[config.mk]
export PLATFORM = sky130hd
export DESIGN_NAME = hazard_sched_ctrl_flat
export DESIGN_NICKNAME = d
export VERILOG_FILES = /design/src/rtl/hazard_sched_ctrl_if.sv /design/src/rtl/hazard_sched_ctrl.sv /design/src/flat_wrapper.sv
export SDC_FILE = /design/constraint.sdc
export NUM_CORES = 1
export LEC_CHECK = 0
export BUFFER_PORTS_ARGS = -buffer_cell sky130_fd_sc_hd__buf_2
export CAP_MARGIN = 15
export CORE_MARGIN = 5
export CORE_UTILIZATION = 41
export CTS_CLUSTER_DIAMETER = 50
export DETAILED_ROUTE_END_ITERATION = 16
export PLACE_DENSITY = 0.75
export SETUP_SLACK_MARGIN = 0.5
export SLEW_MARGIN = 20
export SYNTH_ARGS = -nofsm -noshare
export SYNTH_HDL_FRONTEND = slang
export SYNTH_SLANG_ARGS = --single-unit
export TNS_END_PERCENT = 30
[constraint.sdc]
create_clock -name clk -period 4.4 [get_ports clk]
set_input_delay 0 -clock clk [delete_from_list [all_inputs] [get_ports clk]]
set_output_delay 0 -clock clk [all_outputs]
set_load 0.005 [all_outputs]
[src/rtl/hazard_sched_ctrl_if.sv]
// ID/EX sequencing bundle between the decoder, EX resolution and the hazard controller.
// Used by hazard_sched_ctrl (optional HAZARD_FORWARD_EN build has the same bundle).
interface hazard_sched_ctrl_if #(
    parameter int REG_ADDR_W = 5,
    parameter int PERF_W     = 16
);
    logic                  id_valid;
    logic [REG_ADDR_W-1:0] id_rs1;
    logic [REG_ADDR_W-1:0] id_rs2;
    logic                  id_uses_rs1;
    logic                  id_uses_rs2;
    logic [REG_ADDR_W-1:0] id_rd;
    logic                  id_regwrite;
    logic                  id_memread;
    logic                  id_is_ctrl;
    logic                  ex_resolved;
    logic                  ex_taken;
    logic                  stall;
    logic                  issue_nop;
    logic                  flush_if;
    logic                  br_timeout_err;
    logic [PERF_W-1:0]     stall_cnt;

    modport master (
        output id_valid, id_rs1, id_rs2, id_uses_rs1, id_uses_rs2,
        output id_rd, id_regwrite, id_memread, id_is_ctrl,
        output ex_resolved, ex_taken,
        input  stall, issue_nop, flush_if, br_timeout_err, stall_cnt
    );

    modport slave (
        input  id_valid, id_rs1, id_rs2, id_uses_rs1, id_uses_rs2,
        input  id_rd, id_regwrite, id_memread, id_is_ctrl,
        input  ex_resolved, ex_taken,
        output stall, issue_nop, flush_if, br_timeout_err, stall_cnt
    );
endinterface

[src/rtl/hazard_sched_ctrl.sv]
// ID/EX hazard scoreboard and control-flow sequencer for the RV32 pipeline.
// Define HAZARD_FORWARD_EN when the EX/MEM bypass exists (load-use interlock only).
module hazard_sched_ctrl #(
    parameter int REG_ADDR_W = 5,
    parameter int PIPE_DEPTH = 3,
    parameter int BR_TIMEOUT = 8,
    parameter int PERF_W     = 16
) (
    input  logic               clk,
    input  logic               reset,
    hazard_sched_ctrl_if.slave bus
);
    localparam int TW = $clog2(BR_TIMEOUT + 1);

    typedef enum logic [1:0] {
        RUN     = 2'd0,
        BR_WAIT = 2'd1,
        FLUSH   = 2'd2
    } state_t;

    typedef struct packed {
        logic                  v;
        logic [REG_ADDR_W-1:0] rd;
        logic                  ld;
    } sb_t;

    state_t                  state, state_n;
    sb_t [PIPE_DEPTH-1:0]    sb;
    sb_t                     sb_new;
    logic [TW-1:0]           tmo_cnt;
    logic                    tmo_hit;
    logic                    hazard;
    logic                    run_stall;
    logic                    run_br;
    logic                    stall, issue_nop, flush_if;
    logic                    err;
    logic [PERF_W-1:0]       cnt;
    logic                    rs1_live, rs2_live;
    logic                    sb_unused;

    assign rs1_live = bus.id_uses_rs1 && (bus.id_rs1 != '0);
    assign rs2_live = bus.id_uses_rs2 && (bus.id_rs2 != '0);

    // WB slot is tracked for the shift but never compared (write-before-read RF)
    assign sb_unused = ^sb;

    always_comb begin
        hazard = 1'b0;
`ifdef HAZARD_FORWARD_EN
        if (sb[0].v && sb[0].ld &&
            ((rs1_live && bus.id_rs1 == sb[0].rd) ||
             (rs2_live && bus.id_rs2 == sb[0].rd)))
            hazard = 1'b1;
`else
        for (int i = 0; i < PIPE_DEPTH - 1; i++) begin
            if (sb[i].v &&
                ((rs1_live && bus.id_rs1 == sb[i].rd) ||
                 (rs2_live && bus.id_rs2 == sb[i].rd)))
                hazard = 1'b1;
        end
`endif
    end

    assign run_stall = bus.id_valid && hazard;
    assign run_br    = bus.id_valid && bus.id_is_ctrl && !hazard;

    always_comb begin
        state_n   = state;
        stall     = 1'b0;
        issue_nop = 1'b0;
        flush_if  = 1'b0;
        tmo_hit   = 1'b0;
        unique case (state)
            RUN: begin
                stall     = run_stall;
                issue_nop = run_stall;
                state_n   = run_br ? BR_WAIT : RUN;
            end
            BR_WAIT: begin
                // not-taken resolution releases ID in the same cycle
                if (bus.ex_resolved && !bus.ex_taken) begin
                    stall     = run_stall;
                    issue_nop = run_stall;
                    state_n   = run_br ? BR_WAIT : RUN;
                end else begin
                    stall     = 1'b1;
                    issue_nop = 1'b1;
                    if (bus.ex_resolved) begin
                        state_n = FLUSH;
                    end else if (tmo_cnt == TW'(BR_TIMEOUT - 1)) begin
                        state_n = RUN;
                        tmo_hit = 1'b1;
                    end
                end
            end
            FLUSH: begin
                flush_if  = 1'b1;
                issue_nop = 1'b1;
                state_n   = RUN;
            end
            default: state_n = RUN;
        endcase
    end

    always_comb begin
        sb_new.v  = bus.id_valid && !stall && !issue_nop &&
                    bus.id_regwrite && (bus.id_rd != '0);
        sb_new.rd = bus.id_rd;
        sb_new.ld = bus.id_memread;
    end

    always_ff @(posedge clk or negedge reset) begin
        if (!reset) begin
            state   <= RUN;
            sb      <= '0;
            tmo_cnt <= '0;
            err     <= 1'b0;
            cnt     <= '0;
        end else begin
            state <= state_n;
            sb    <= {sb[PIPE_DEPTH-2:0], sb_new};
            if (state == BR_WAIT && state_n == BR_WAIT && !bus.ex_resolved)
                tmo_cnt <= tmo_cnt + 1'b1;
            else
                tmo_cnt <= '0;
            if (tmo_hit)
                err <= 1'b1;
            if (stall && !(&cnt))
                cnt <= cnt + 1'b1;
        end
    end

    assign bus.stall          = stall;
    assign bus.issue_nop      = issue_nop;
    assign bus.flush_if       = flush_if;
    assign bus.br_timeout_err = err;
    assign bus.stall_cnt      = cnt;
endmodule

[src/flat_wrapper.sv]
// flat-port wrapper written by rule: the top's interface ports become plain ports
module hazard_sched_ctrl_flat 
#(
    parameter int REG_ADDR_W = 5,
    parameter int PIPE_DEPTH = 3,
    parameter int BR_TIMEOUT = 8,
    parameter int PERF_W     = 16
)
  (clk, reset, bus_id_valid, bus_id_rs1, bus_id_rs2, bus_id_uses_rs1, bus_id_uses_rs2, bus_id_rd, bus_id_regwrite, bus_id_memread, bus_id_is_ctrl, bus_ex_resolved, bus_ex_taken, bus_stall, bus_issue_nop, bus_flush_if, bus_br_timeout_err, bus_stall_cnt);
  hazard_sched_ctrl_if #(.REG_ADDR_W(REG_ADDR_W), .PERF_W(PERF_W)) bus_i ();
  input  logic clk;
  input  logic reset;
  input wire logic [$bits(bus_i.id_valid)-1:0] bus_id_valid;
  input wire logic [$bits(bus_i.id_rs1)-1:0] bus_id_rs1;
  input wire logic [$bits(bus_i.id_rs2)-1:0] bus_id_rs2;
  input wire logic [$bits(bus_i.id_uses_rs1)-1:0] bus_id_uses_rs1;
  input wire logic [$bits(bus_i.id_uses_rs2)-1:0] bus_id_uses_rs2;
  input wire logic [$bits(bus_i.id_rd)-1:0] bus_id_rd;
  input wire logic [$bits(bus_i.id_regwrite)-1:0] bus_id_regwrite;
  input wire logic [$bits(bus_i.id_memread)-1:0] bus_id_memread;
  input wire logic [$bits(bus_i.id_is_ctrl)-1:0] bus_id_is_ctrl;
  input wire logic [$bits(bus_i.ex_resolved)-1:0] bus_ex_resolved;
  input wire logic [$bits(bus_i.ex_taken)-1:0] bus_ex_taken;
  output wire logic [$bits(bus_i.stall)-1:0] bus_stall;
  output wire logic [$bits(bus_i.issue_nop)-1:0] bus_issue_nop;
  output wire logic [$bits(bus_i.flush_if)-1:0] bus_flush_if;
  output wire logic [$bits(bus_i.br_timeout_err)-1:0] bus_br_timeout_err;
  output wire logic [$bits(bus_i.stall_cnt)-1:0] bus_stall_cnt;
  assign bus_i.id_valid = bus_id_valid;
  assign bus_i.id_rs1 = bus_id_rs1;
  assign bus_i.id_rs2 = bus_id_rs2;
  assign bus_i.id_uses_rs1 = bus_id_uses_rs1;
  assign bus_i.id_uses_rs2 = bus_id_uses_rs2;
  assign bus_i.id_rd = bus_id_rd;
  assign bus_i.id_regwrite = bus_id_regwrite;
  assign bus_i.id_memread = bus_id_memread;
  assign bus_i.id_is_ctrl = bus_id_is_ctrl;
  assign bus_i.ex_resolved = bus_ex_resolved;
  assign bus_i.ex_taken = bus_ex_taken;
  assign bus_stall = bus_i.stall;
  assign bus_issue_nop = bus_i.issue_nop;
  assign bus_flush_if = bus_i.flush_if;
  assign bus_br_timeout_err = bus_i.br_timeout_err;
  assign bus_stall_cnt = bus_i.stall_cnt;
  hazard_sched_ctrl #(.REG_ADDR_W(REG_ADDR_W), .PIPE_DEPTH(PIPE_DEPTH), .BR_TIMEOUT(BR_TIMEOUT), .PERF_W(PERF_W)) u_core (.clk(clk), .reset(reset), .bus(bus_i));
endmodule
==> results by group <==
Timing
  – Final hold vios: 0
  – Final setup fails: 0
  – Final Hold Slack: 0.0324 ns
  – Setup TNS: 0 ns
  – Achievable Freq: 444 MHz
  – Worst slew pin tran: 0.756 ns
  – Fin crit share: 0.512
  – Final min period: 2.25 ns
  – Slew Limit Fails: 0
  – Slew HR: 0.496
  – Clock Skews: 0.00522 ns
  – Unrepaired setup endpoints after global routing: false

Die
  – Chip height: 74.4 um
  – Initial Utilization: 0.425
  – Die W: 74.4 um
  – IO Pins: 45
  – Core area: 0.00400 sq mm
  – Std cell rows: 23
  – DIE AREA: 0.00553 sq mm

CTS
  – Count of clock tree sinks: 35
  – Post-CTS Resized: 0
  – Worst-Skew Late Latency: 0.28 ns
  – Clk root buf: clkbuf_8
  – Clock Tree Buf Depth: 2
  – Cts hold-fix bufs: 11
  – Htree depth: 2
  – Post-CTS Setup Repair Bufs: 0
  – Total CTS buffers: 5
  – CTS clk-pin slew, worst paths: 0.07 ns
  – CTS tree: built

Finish
  – Filler cells: 373
  – # diodes: 0
  – Layout area overhead: 28.1%
  – Final #Nets: 237
  – Fraction of layout cells with a size suffix above 1: 0.280
  – Core Util, Final: 0.544

Place
  – Count of input and output buffers: 43
  – RePlAce Congestion: 0.801
  – Post-DP HPWL: 2710 um

Route
  – Post-DR vias/cell: 4.96
  – Initial DRT Pass Iterations: 2
  – Met2 wire len: 1760 um
  – Via count: 1294
  – DR iter-0 viols: 99
  – Drt wl/cell: 13.8 um
  – WL met1: 1520 um
  – # DRC: 0
  – Antenna viol nets, final: 0
  – Total Wirelength: 3610 um
  – Met3 wire len: 270 um
  – Top sig layer: met4

Worst setup path
  – Critical path endpoint category: register
  – Crit path launch type: register
  – WS Path Type: reg -> reg
  – RR Startpoint: u_core.sb[3]$_DFF_PN0_
  – Req. time, crit path: 4.57 ns
  – R2R cell count: 6
  – Crit path max fanout: 14
  – Reg2reg end: u_core.bus.stall_cnt[1]$_DFFE_PN0P_
  – Reg2reg setup slack: 2.15 ns
  – CP arrival: 2.43 ns

Global routing
  – Grt ovf: 0
  – Largest net degree at the start of global routing: 36
  – Initial antenna violation count: 0
  – Vias in the first global route: 1395
  – Global-route wire length before repair: 6180 um
  – All-Layer GR Usage: 0.150

Pwr
  – PD cells: 354 mW/mm^2
  – Lkg Pwr: 0.00101 uW
  – Max VDD drop: 333 uV

Synthesis
  – Yosys reg bits: 35
  – Synth cell count leaders: 35 x dfrtp_1, 22 x xnor2_1, 14 x xor2_1
  – Asr flop ratio synth: 1.00
  – Post-Syn Area: 0.00170 sq mm
  – Main synth FF type: dfrtp_1
  – Post-synth net total: 177
  – Largest area contributor in the netlist: dfrtp_1
  – Syn. warnings: 0
  – Yosys top cell area share: 0.515
  – Number of synthesized flops with an enable pin: 0
  – Mapped Avg Cell Area: 11.3 sq um
  – Yosys cell types: 31
  – Post-synthesis instance total: 150
  – Largest cells by area after synthesis: dfrtp_1 52%, xnor2_1 11%, xor2_1 7.2%, nand3_1 3.5%, nand2_1 2.4%
  – Seq/Total Area, Yosys: 0.515
  – Count leader, synth: dfrtp_1

Run
  – Max Cap Viol: 0

Worst hold path
  – Min-delay worst type: in -> reg
  – Min-delay src: bus_id_valid
  – Hold depth: 3
  – End of the worst hold path: u_core.state[0]$_DFF_PN0_

Outcome
  – Outcome: complete, no violations
[logic make-up (layout without fill, tap and decap cells)]
kind of cell / after synthesis / after routing / synth area share
XOR/XNOR: 36 / 36 / 0.186
flip-flops: 35 / 35 / 0.515
multiplexers: 2 / 2 / 0.0133
AO/OA/AOI/OAI: 13 / 13 / 0.0729
AND/OR/NAND/NOR: 58 / 58 / 0.185
buffers and inverters: 4 / 65 / 0.0133
adder cells (fa/ha/maj): 2 / 2 / 0.0147
[worst max path at each step]
stage	startpoint	end	slack [ns]
finish	u_core.sb[3]$_DFF_PN0_	u_core.bus.stall_cnt[1]$_DFFE_PN0P_	2.15
global route	u_core.sb[3]$_DFF_PN0_	u_core.bus.stall_cnt[9]$_DFFE_PN0P_	2.01
CTS	u_core.sb[3]$_DFF_PN0_	u_core.bus.stall_cnt[1]$_DFFE_PN0P_	2.11
detailed placement	u_core.sb[3]$_DFF_PN0_	u_core.bus.stall_cnt[1]$_DFFE_PN0P_	2.12
global placement	u_core.sb[3]$_DFF_PN0_	u_core.bus.stall_cnt[1]$_DFFE_PN0P_	2.15
floorplan	u_core.sb[4]$_DFF_PN0_	u_core.bus.stall_cnt[12]$_DFFE_PN0P_	2.44
[cell usage in the layout, fill, tap and decap left out, types with 3 or more instances in the layout]
master,count
dfrtp_1,35
inv_1,3
nor4_1,3
clkbuf_8,7
nor2b_1,3
nand4_1,5
nor2_1,10
xor2_1,14
nand3_1,12
o21ai_0,4
buf_2,43
xnor2_1,22
or4_1,3
nand2_1,11
and3_1,5
dlygate4sd3_1,11
[critical path, cell delays in order (launching register included)]
cell     delay [ns]
dfrtp_1        0.41
xor2_1         0.15
nor4_1         0.33
nand3_1        0.16
o221a_2        0.33
a21oi_4        0.39
mux2_2         0.38
[where the power goes]
part	total, uW	switching, uW	internal [uW]
registers	387	36.4	351
logic	129	60.5	68.0
clock network	254	111	143
[state kept, by name, indices dropped and copies added (netlist names)]
signal	count
u_core.bus.stall_cnt	16
u_core.sb	12
u_core.tmo_cnt	4
u_core.bus.br_timeout_err	1
u_core.state	2
[final cells by class]
cell class / count / area [sq um] / share of cell area
sequential: 35 / 876 / 0.403
multi-input combinational: 111 / 801 / 0.368
timing repair buffer: 54 / 325 / 0.150
clock buffer: 8 / 100 / 0.0460
tap: 50 / 62.6 / 0.0288
inverter: 3 / 11.3 / 0.00518
[per-stage QoR]
step	std cells	area [sq um]	setup slack, ns	power, uW
final	261	2180	2.15	769
after global placement	242	1970	2.15	512
after detailed placement	242	1970	2.12	517
after global routing	261	2180	2.01	818
after floorplan	150	1700	2.44	457
after CTS	261	2180	2.11	781
[routing by layer]
metal / track usage / vias up
li1: - / 635
met1: 0.177 / 621
met2: 0.248 / 33
met3: 0.0541 / 5
met4: 0.0593 / 0
met5: 0 / -
Power figures use the tool's default switching activity.
